--- config.mk ---
export PLATFORM = sky130hd
export DESIGN_NAME = nibble_serial_adder_ctrl
export DESIGN_NICKNAME = d
export VERILOG_FILES = /design/src/rtl/gigatron_arith_pkg.sv /design/src/rtl/nibble_serial_adder_ctrl_x74xx283.sv /design/src/rtl/nibble_serial_adder_ctrl.sv
export SDC_FILE = /design/constraint.sdc
export NUM_CORES = 1
export LEC_CHECK = 0
export ABC_AREA = 1
export CAP_MARGIN = 20
export CORE_ASPECT_RATIO = 1.1
export CORE_UTILIZATION = 55
export CTS_BUF_LIST = sky130_fd_sc_hd__clkbuf_16
export DETAILED_ROUTE_END_ITERATION = 12
export GPL_TIMING_DRIVEN = 0
export PLACE_DENSITY = 0.84
export SKIP_CTS_REPAIR_TIMING = 1
export SLEW_MARGIN = 20
export SYNTH_ARGS = -nofsm -noshare
export SYNTH_HDL_FRONTEND = slang
export SYNTH_HIERARCHICAL = 1
export SYNTH_SLANG_ARGS = --single-unit
--- constraint.sdc ---
create_clock -name clock -period 4.8 [get_ports clock]
set_input_delay 0.96 -clock clock [delete_from_list [all_inputs] [get_ports clock]]
set_output_delay 0.96 -clock clock [all_outputs]
set_load 0.02 [all_outputs]
--- src/rtl/gigatron_arith_pkg.sv ---
// Shared arithmetic definitions for the nibble-serial adder path:
// sequencer states, slice width and the signed-overflow rule.
package gigatron_arith_pkg;

    localparam int NIBBLE_W = 4;

    typedef enum logic [1:0] {
        IDLE = 2'd0,
        RUN  = 2'd1,
        DONE = 2'd2
    } arith_state_t;

    // Overflow when both operands share a sign and the result sign differs.
    function automatic logic signed_ovf(input logic a_msb, input logic b_msb, input logic s_msb);
        return (a_msb == b_msb) && (s_msb != a_msb);
    endfunction

endpackage

--- src/rtl/nibble_serial_adder_ctrl_x74xx283.sv ---
// 4-bit binary full adder with fast carry, pin-equivalent to the 74xx283.
module x74xx283 (
    input  logic a1,
    input  logic a2,
    input  logic a3,
    input  logic a4,
    input  logic b1,
    input  logic b2,
    input  logic b3,
    input  logic b4,
    input  logic c0,
    output logic s1,
    output logic s2,
    output logic s3,
    output logic s4,
    output logic c4
);

    logic p1, p2, p3, p4;
    logic g1, g2, g3, g4;
    logic c1, c2, c3;

    assign p1 = a1 ^ b1;
    assign p2 = a2 ^ b2;
    assign p3 = a3 ^ b3;
    assign p4 = a4 ^ b4;
    assign g1 = a1 & b1;
    assign g2 = a2 & b2;
    assign g3 = a3 & b3;
    assign g4 = a4 & b4;

    // Flattened lookahead terms, as in the TTL part.
    assign c1 = g1 | (p1 & c0);
    assign c2 = g2 | (p2 & g1) | (p2 & p1 & c0);
    assign c3 = g3 | (p3 & g2) | (p3 & p2 & g1) | (p3 & p2 & p1 & c0);
    assign c4 = g4 | (p4 & g3) | (p4 & p3 & g2) | (p4 & p3 & p2 & g1)
              | (p4 & p3 & p2 & p1 & c0);

    assign s1 = p1 ^ c0;
    assign s2 = p2 ^ c1;
    assign s3 = p3 ^ c2;
    assign s4 = p4 ^ c3;

endmodule

--- src/rtl/nibble_serial_adder_ctrl.sv ---
// WIDTH-bit add/subtract sequenced through a single 4-bit adder slice,
// least-significant nibble first, with valid/ready on both sides.
module nibble_serial_adder_ctrl
    import gigatron_arith_pkg::*;
#(
    parameter int WIDTH = 16
) (
    input  logic             clock,
    input  logic             reset,
    input  logic             in_valid,
    output logic             in_ready,
    input  logic             op_sub,
    input  logic             cin,
    input  logic [WIDTH-1:0] a,
    input  logic [WIDTH-1:0] b,
    output logic             out_valid,
    input  logic             out_ready,
    output logic [WIDTH-1:0] sum,
    output logic             cout,
    output logic             ovf,
    output logic             busy
);

    localparam int NIBBLES = WIDTH / NIBBLE_W;
    localparam int IDX_W   = (NIBBLES > 1) ? $clog2(NIBBLES) : 1;
    localparam logic [IDX_W-1:0] LAST_IDX = IDX_W'(NIBBLES - 1);

    if (((WIDTH % NIBBLE_W) != 0) || (WIDTH < NIBBLE_W)) begin : g_bad_width
        $error("nibble_serial_adder_ctrl: WIDTH must be a multiple of 4 and at least 4");
    end

    arith_state_t     state;
    logic [WIDTH-1:0] a_reg;
    logic [WIDTH-1:0] bx_reg;
    logic             carry;
    logic [IDX_W-1:0] idx;

    logic [NIBBLE_W-1:0] a_nib;
    logic [NIBBLE_W-1:0] b_nib;
    logic [NIBBLE_W-1:0] s_nib;
    logic                c_out;

    assign a_nib = a_reg[idx*NIBBLE_W +: NIBBLE_W];
    assign b_nib = bx_reg[idx*NIBBLE_W +: NIBBLE_W];

    x74xx283 u_slice (
        .a1 (a_nib[0]),
        .a2 (a_nib[1]),
        .a3 (a_nib[2]),
        .a4 (a_nib[3]),
        .b1 (b_nib[0]),
        .b2 (b_nib[1]),
        .b3 (b_nib[2]),
        .b4 (b_nib[3]),
        .c0 (carry),
        .s1 (s_nib[0]),
        .s2 (s_nib[1]),
        .s3 (s_nib[2]),
        .s4 (s_nib[3]),
        .c4 (c_out)
    );

    always_ff @(posedge clock or posedge reset) begin
        if (reset) begin
            state     <= IDLE;
            in_ready  <= 1'b1;
            out_valid <= 1'b0;
            busy      <= 1'b0;
            sum       <= '0;
            cout      <= 1'b0;
            ovf       <= 1'b0;
            a_reg     <= '0;
            bx_reg    <= '0;
            carry     <= 1'b0;
            idx       <= '0;
        end else begin
            case (state)
                IDLE: begin
                    if (in_valid) begin
                        // Subtract is A + ~B + 1, so cin is overridden.
                        a_reg    <= a;
                        bx_reg   <= b ^ {WIDTH{op_sub}};
                        carry    <= op_sub | cin;
                        idx      <= '0;
                        state    <= RUN;
                        in_ready <= 1'b0;
                        busy     <= 1'b1;
                    end
                end
                RUN: begin
                    sum[idx*NIBBLE_W +: NIBBLE_W] <= s_nib;
                    carry <= c_out;
                    idx   <= idx + 1'b1;
                    if (idx == LAST_IDX) begin
                        cout      <= c_out;
                        ovf       <= signed_ovf(a_reg[WIDTH-1], bx_reg[WIDTH-1], s_nib[NIBBLE_W-1]);
                        state     <= DONE;
                        out_valid <= 1'b1;
                    end
                end
                DONE: begin
                    if (out_ready) begin
                        state     <= IDLE;
                        out_valid <= 1'b0;
                        busy      <= 1'b0;
                        in_ready  <= 1'b1;
                    end
                end
                default: begin
                    state     <= IDLE;
                    in_ready  <= 1'b1;
                    out_valid <= 1'b0;
                    busy      <= 1'b0;
                end
            endcase
        end
    end

endmodule

==> results.ini, run 1 <==
[clocking]
cts-root-buf = clkbuf_16
clock_sinks = 58
cts_htree_levels = 3
clk_pin_slew_ns = 0.05
cts-buffers-inserted = 9
cts_tree = built
clock_latency_ns = 0.33
clockBufferDepth = 2

[power_and_ir_drop]
max-vdd-ir-drop_v = 0.000366
p_leak_nw = 2.11
power.density_nw_per_um2 = 777
p_total_w = 0.00317

[floorplanning]
rows = 28
initial_core_util_pct = 57.8
die_w_um = 74.3
dieArea_um2 = 6050
ioPinCount = 59
placeableCoreArea_um2 = 5470
die_h_um = 81.5

[drt]
vias = 2766
wl_per_cell_um = 12.4
drcViolationCount = 0
first_pass_iters = 4
drt_iter0_markers = 108
routed_wl_mm = 6.84
via_per_inst = 5.00
ant_nets = 0

[synth]
ys_ff_latch = 58
synth_cells = 405
ys_warn_count = 6
synth_top_area_share_pct = 45.1
syn_nets = 455
seq_area_frac_synth_pct = 46.0
synth_largest_area_cell = dfrtp_1
synth_area_leaders = dfrtp_1 45%, nand2_1 19%, inv_1 5.6%
netlist_area_um2 = 3160
syn_avg_cell_area_um2 = 7.80
synth_cell_types = 24

[grt]
grt_pass1_vias = 2668
grt_pass1_wl_mm = 11.6
grt_usage_pct = 25.8
grt_overflow_total = 0
antenna_found_initial = 0
grt_max_degree = 59

[sta]
setup_ws_ns = 2.22
final_hold_viol_count = 0
worst_slew_pin_slew_ns = 0.682
final_max_slew_viol_count = 0
timing.setup.tns_ns = 0
fmax_ghz = 0.388
fin_skew_ns = 0.00660
layout_worst_path_cycle_share_pct = 53.7
slew_headroom_pct = 54.5
finalCriticalPeriod_ns = 2.58
setup_violations = 0
rsz0062_at_grt = no

[worst_setup_path]
crit_start = idx[0]
cp.required_ns = 5.06
crit_path_end_kind = flip-flop
worstReg2RegStart = idx[0]
reg2reg_depth = 14
r2r_end = sum[14]
cp_max_fo = 12
r2r_slack_ns = 2.22
worstSetupPathType = reg2reg
setup.worst_path.end = sum[14]
cp-start-kind = flip-flop
cp.arrival_ns = 2.84

[placement]
place_congestion = 0.859
post-dp-hpwl_mm = 5.01
dp_slack_ns = 2.26
portBuffers = 57

[finish]
regArea_um2 = 1450
final_layout_size_suffix_gt1_share_pct = 7.11
nets = 523
antennaDiodeCount = 0
filler_cell_count = 430
area_growth_pct = 29.1
multi_input_area_um2 = 1390

[job]
maxCapViolCount = 0

[run_status]
outcome = finished, final reports clean

[min_path]
holdCritPathClass = reg2reg

==> layout by cell type, fill, tap and decap left out <==
master,synthesis,routed
ha_1,11,11
xnor2_1,17,17
o21ai_0,28,28
clkdlybuf4s50_1,0,57
o21ai_1,5,5
fa_1,1,1
nor2_2,2,2
dfstp_2,1,1
o31ai_1,1,1
buf_6,8,8
buf_4,1,1
clkinv_1,0,5
nand2_1,157,157
nand3_1,13,13
clkbuf_1,1,1
nor2_1,27,27
a21oi_1,1,1
dfrtp_1,57,57
nor3_1,4,4
nand2_2,1,1
clkinv_2,0,1
xor2_1,1,1
inv_4,0,1
inv_1,47,47
nand4_1,3,3
o211ai_1,8,8
nor2_4,2,2
buf_2,8,8
clkbuf_16,0,9
==> synthesized netlist by cell type, drive strengths merged <==
cell type    n
ha          11
inv         47
nand2      158
nand3       13
o211ai       8
xor2         1
o31ai        1
xnor2       17
dfrtp       57
buf         17
o21ai       33
dfstp        1
nor3         4
nand4        3
a21oi        1
clkbuf       1
fa           1
nor2        31
==> worst min path at each step <==
stage,slack [ns],cells after the start,endpoint,startpoint
2_1_floorplan,0.44,2,a_reg[0],a_reg[0]
3_3_place_gp,0.45,2,in_ready,in_ready
3_5_place_dp,0.46,2,in_ready,in_ready
4_1_cts,0.46,2,in_ready,in_ready
5_1_grt,0.47,2,in_ready,in_ready
6_report,0.46,2,in_ready,in_ready
==> routing by layer <==
| metal | track usage [%] | routed length, um |
|---|---|---|
| met5 | 0 | 0 |
| met4 | 14.5 | 135 |
| met3 | 4.17 | 270 |
| met2 | 45.0 | 3470 |
| met1 | 30.0 | 2970 |
==> stage by stage <==
stage | instances | hold WS (ns) | cell area (um^2) | utilization [%]
after floorplan | 405 | 0.444 | 3160 | -
after detailed placement | 537 | 0.456 | 3830 | 70.0
after global placement | 537 | 0.449 | 3820 | 70.0
after CTS | 553 | 0.465 | 4080 | 74.6
after global routing | 553 | 0.475 | 4080 | 74.6
final | 553 | 0.460 | 4080 | 74.6
==> worst max-delay path, cell delays in order (launching register included) <==
cell	delay (ns)
dfrtp_1	0.47
inv_1	0.11
buf_6	0.16
buf_2	0.20
o211ai_1	0.20
nand2_1	0.09
ha_1	0.31
buf_6	0.14
nand3_1	0.07
nand3_1	0.08
xor2_1	0.23
inv_1	0.10
nor3_1	0.21
nand2_1	0.08
nand2_1	0.07
==> cell type report <==
type                       instances  share of cell area [%]
clock inverter                     7                   0.675
multi-input combinational        282                    34.0
inverter                          47                    4.39
clock buffer                       9                    5.52
buffer                            18                    3.47
timing repair buffer              57                    14.0
tap                               75                    2.30
sequential                        58                    35.6
==> logic make-up after synthesis <==
group | after synthesis | share of synthesized area, %
adder cells (fa/ha/maj) | 12 | 4.99
buffers and inverters | 65 | 10.1
AO/OA/AOI/OAI | 43 | 7.52
AND/OR/NAND/NOR | 209 | 26.5
flip-flops | 58 | 46.0
XOR/XNOR | 18 | 4.99
==> power breakdown <==
group	internal (W)	leakage [nW]	switching (W)	total, W
Combinational	0.000684	1.25	0.00109	0.00177
Sequential	0.000720	0.731	0.000135	0.000855
Clock	0.000336	0.128	0.000204	0.000540
Total	0.00174	2.11	0.00143	0.00317
Power figures use the tool's default switching activity.
==> inputs of run 2 (changes only) <==
Settings changed: CORE_UTILIZATION 55 to 47, PLACE_DENSITY 0.84 to 0.76.
Clock period 4.8 ns to 2.2 ns, I/O delays scaled along.
==> results.ini, run 2 (synthesized netlist as in run 1, its figures left out) <==
[floorplanning]
placeableCoreArea_um2 = 6340  ; was 5470 um^2
rows = 30  ; was 28
die_w_um = 80.2  ; was 74.3 um
initial_core_util_pct = 49.8  ; was 57.8%
dieArea_um2 = 7050  ; was 6050 um^2
ioPinCount = 59  ; unchanged
die_h_um = 88.0  ; was 81.5 um

[placement]
post-dp-hpwl_mm = 5.07  ; was 5.01 mm
portBuffers = 57  ; unchanged
dp.cells = 542  ; was 537
place_congestion = 0.848  ; was 0.859

[finish]
layout_common_cells = 154 x nand2_1, 57 x clkdlybuf4s50_1, 56 x dfrtp_1  ; was 157 x nand2_1, 57 x dfrtp_1, 57 x clkdlybuf4s50_1
antennaDiodeCount = 0  ; unchanged
area_growth_pct = 35.0  ; was 29.1%
layout.cells.non_filler = 566  ; was 553
nets = 531  ; was 523
layout_commonest_cell = nand2_1  ; unchanged
final_layout_size_suffix_gt1_share_pct = 13.0  ; was 7.11%

[sta]
setup_violations = 11  ; was 0
timing.setup.tns_ns = -1.06  ; was 0 ns
rsz0062_at_grt = yes  ; was no
slew_headroom_pct = 52.0  ; was 54.5%
final_max_slew_viol_count = 0  ; unchanged
setup_ws_ns = -0.154  ; was 2.22 ns
layout_worst_path_cycle_share_pct = 107  ; was 53.7%
fmax_ghz = 0.425  ; was 0.388 GHz
worst_slew_pin_slew_ns = 0.720  ; was 0.682 ns
finalCriticalPeriod_ns = 2.35  ; was 2.58 ns
fin_skew_ns = 0.00580  ; was 0.00660 ns
final_hold_viol_count = 0  ; unchanged

[clocking]
clock_latency_ns = 0.33  ; about the same
cts_tree = built  ; unchanged
clock_sinks = 58  ; unchanged
cts-buffers-inserted = 9  ; unchanged
cts-root-buf = clkbuf_16  ; unchanged
clk_pin_slew_ns = 0.05  ; about the same
cts_htree_levels = 3  ; unchanged
clockBufferDepth = 2  ; unchanged

[worst_setup_path]
crit_path_end_kind = flip-flop  ; unchanged
cp.arrival_ns = 2.62  ; was 2.84 ns
cp.required_ns = 2.47  ; was 5.06 ns
worstSetupPathType = reg2reg  ; unchanged
cp-start-kind = flip-flop  ; unchanged
cp_max_fo = 8  ; was 12

[drt]
drt_iter0_markers = 158  ; was 108
drcViolationCount = 0  ; unchanged
first_pass_iters = 4  ; unchanged
wl_per_cell_um = 13.1  ; was 12.4 um
routed_wl_mm = 7.42  ; was 6.84 mm
ant_nets = 0  ; unchanged
via_per_inst = 4.89  ; was 5.00
vias = 2770  ; was 2766

[min_path]
holdCritPathClass = reg2reg  ; unchanged

[grt]
grt_overflow_total = 0  ; unchanged
grt_max_degree = 59  ; unchanged
antenna_found_initial = 0  ; unchanged
grt_pass1_wl_mm = 12.2  ; was 11.6 mm
grt_usage_pct = 23.1  ; was 25.8%
grt_pass1_vias = 2748  ; was 2668

[power_and_ir_drop]
power.density_nw_per_um2 = 1800  ; was 777 nW/um^2
max-vdd-ir-drop_v = 0.000789  ; was 0.000366 V
p_leak_nw = 2.18  ; was 2.11 nW
p_total_w = 0.00770  ; was 0.00317 W

[run_status]
outcome = complete, but fails checks  ; was finished, final reports clean
failed_checks = setup timing

[job]
maxCapViolCount = 0  ; unchanged

## run 2: cell types whose count changed in the layout (fill, tap and decap cells not counted), sizes merged
cell,change
inv,+1
clkinv,-2
bufinv,+1
buf,+8
## run 2: critical path, cell delays in order (launching register included)
cell and delay (ns):
dfrtp_2 0.42, inv_2 0.06, buf_8 0.14, buf_12 0.13, o211ai_1 0.19, nand2_1 0.09
ha_1 0.31, buf_6 0.15, nand2_1 0.07, nand3_1 0.13, xor2_2 0.20, inv_1 0.11
nor3_2 0.15, nand2_1 0.08, nand2_1 0.07
## run 2: cell type report
class                           count  area, um^2
Timing Repair Buffer               65         631
Fill cell                         514        2080
Tap cell                           80         100
Clock inverter                      7        52.6
Sequential cell                    58        1450
Clock buffer                        9         225
Multi-Input combinational cell    282        1460
Inverter                           47         179
Buffer                             18         169
## run 2: routing by layer
| metal | share of wire [%] | track usage (%) |
|---|---|---|
| met2 | 51 | 40.2 |
| met1 | 43 | 27.0 |
| met4 | 2.0 | 10.6 |
| met5 | 0 | 0 |
| met3 | 4.4 | 5.42 |
## run 2: worst paths after layout
check / slack, ns / cells after the start / startpoint / to
worst min-delay path: 0.47 / 2 / in_ready / in_ready
worst min register to register: 0.47 / 2 / in_ready / in_ready
worst max register to register: -0.15 / 14 / idx[0] / sum[6]
min in group asynchronous: 0.60 / 2 / reset / out_valid
worst max-delay path: -0.15 / 14 / idx[0] / sum[6]
max in group asynchronous: 1.10 / 2 / reset / idx[0]
## run 2: report_power, final
part           total (W)  internal, W  switching (W)
clock            0.00131     0.000850       0.000461
combinational    0.00451      0.00182        0.00269
sequential       0.00187      0.00157       0.000302
total            0.00770      0.00424        0.00346
## run 2: per-stage QoR
stage | cell area, um^2 | hold WS, ns | utilization, % | setup WS [ns]
finish | 4270 | 0.466 | 67.3 | -0.154
global route | 4270 | 0.492 | 67.3 | -0.273
CTS | 4110 | 0.467 | 64.8 | -0.430
detailed placement | 3830 | 0.460 | 60.4 | -0.404
global placement | 3830 | 0.451 | 60.4 | -0.637
floorplan | 3160 | 0.444 | - | 0.0220
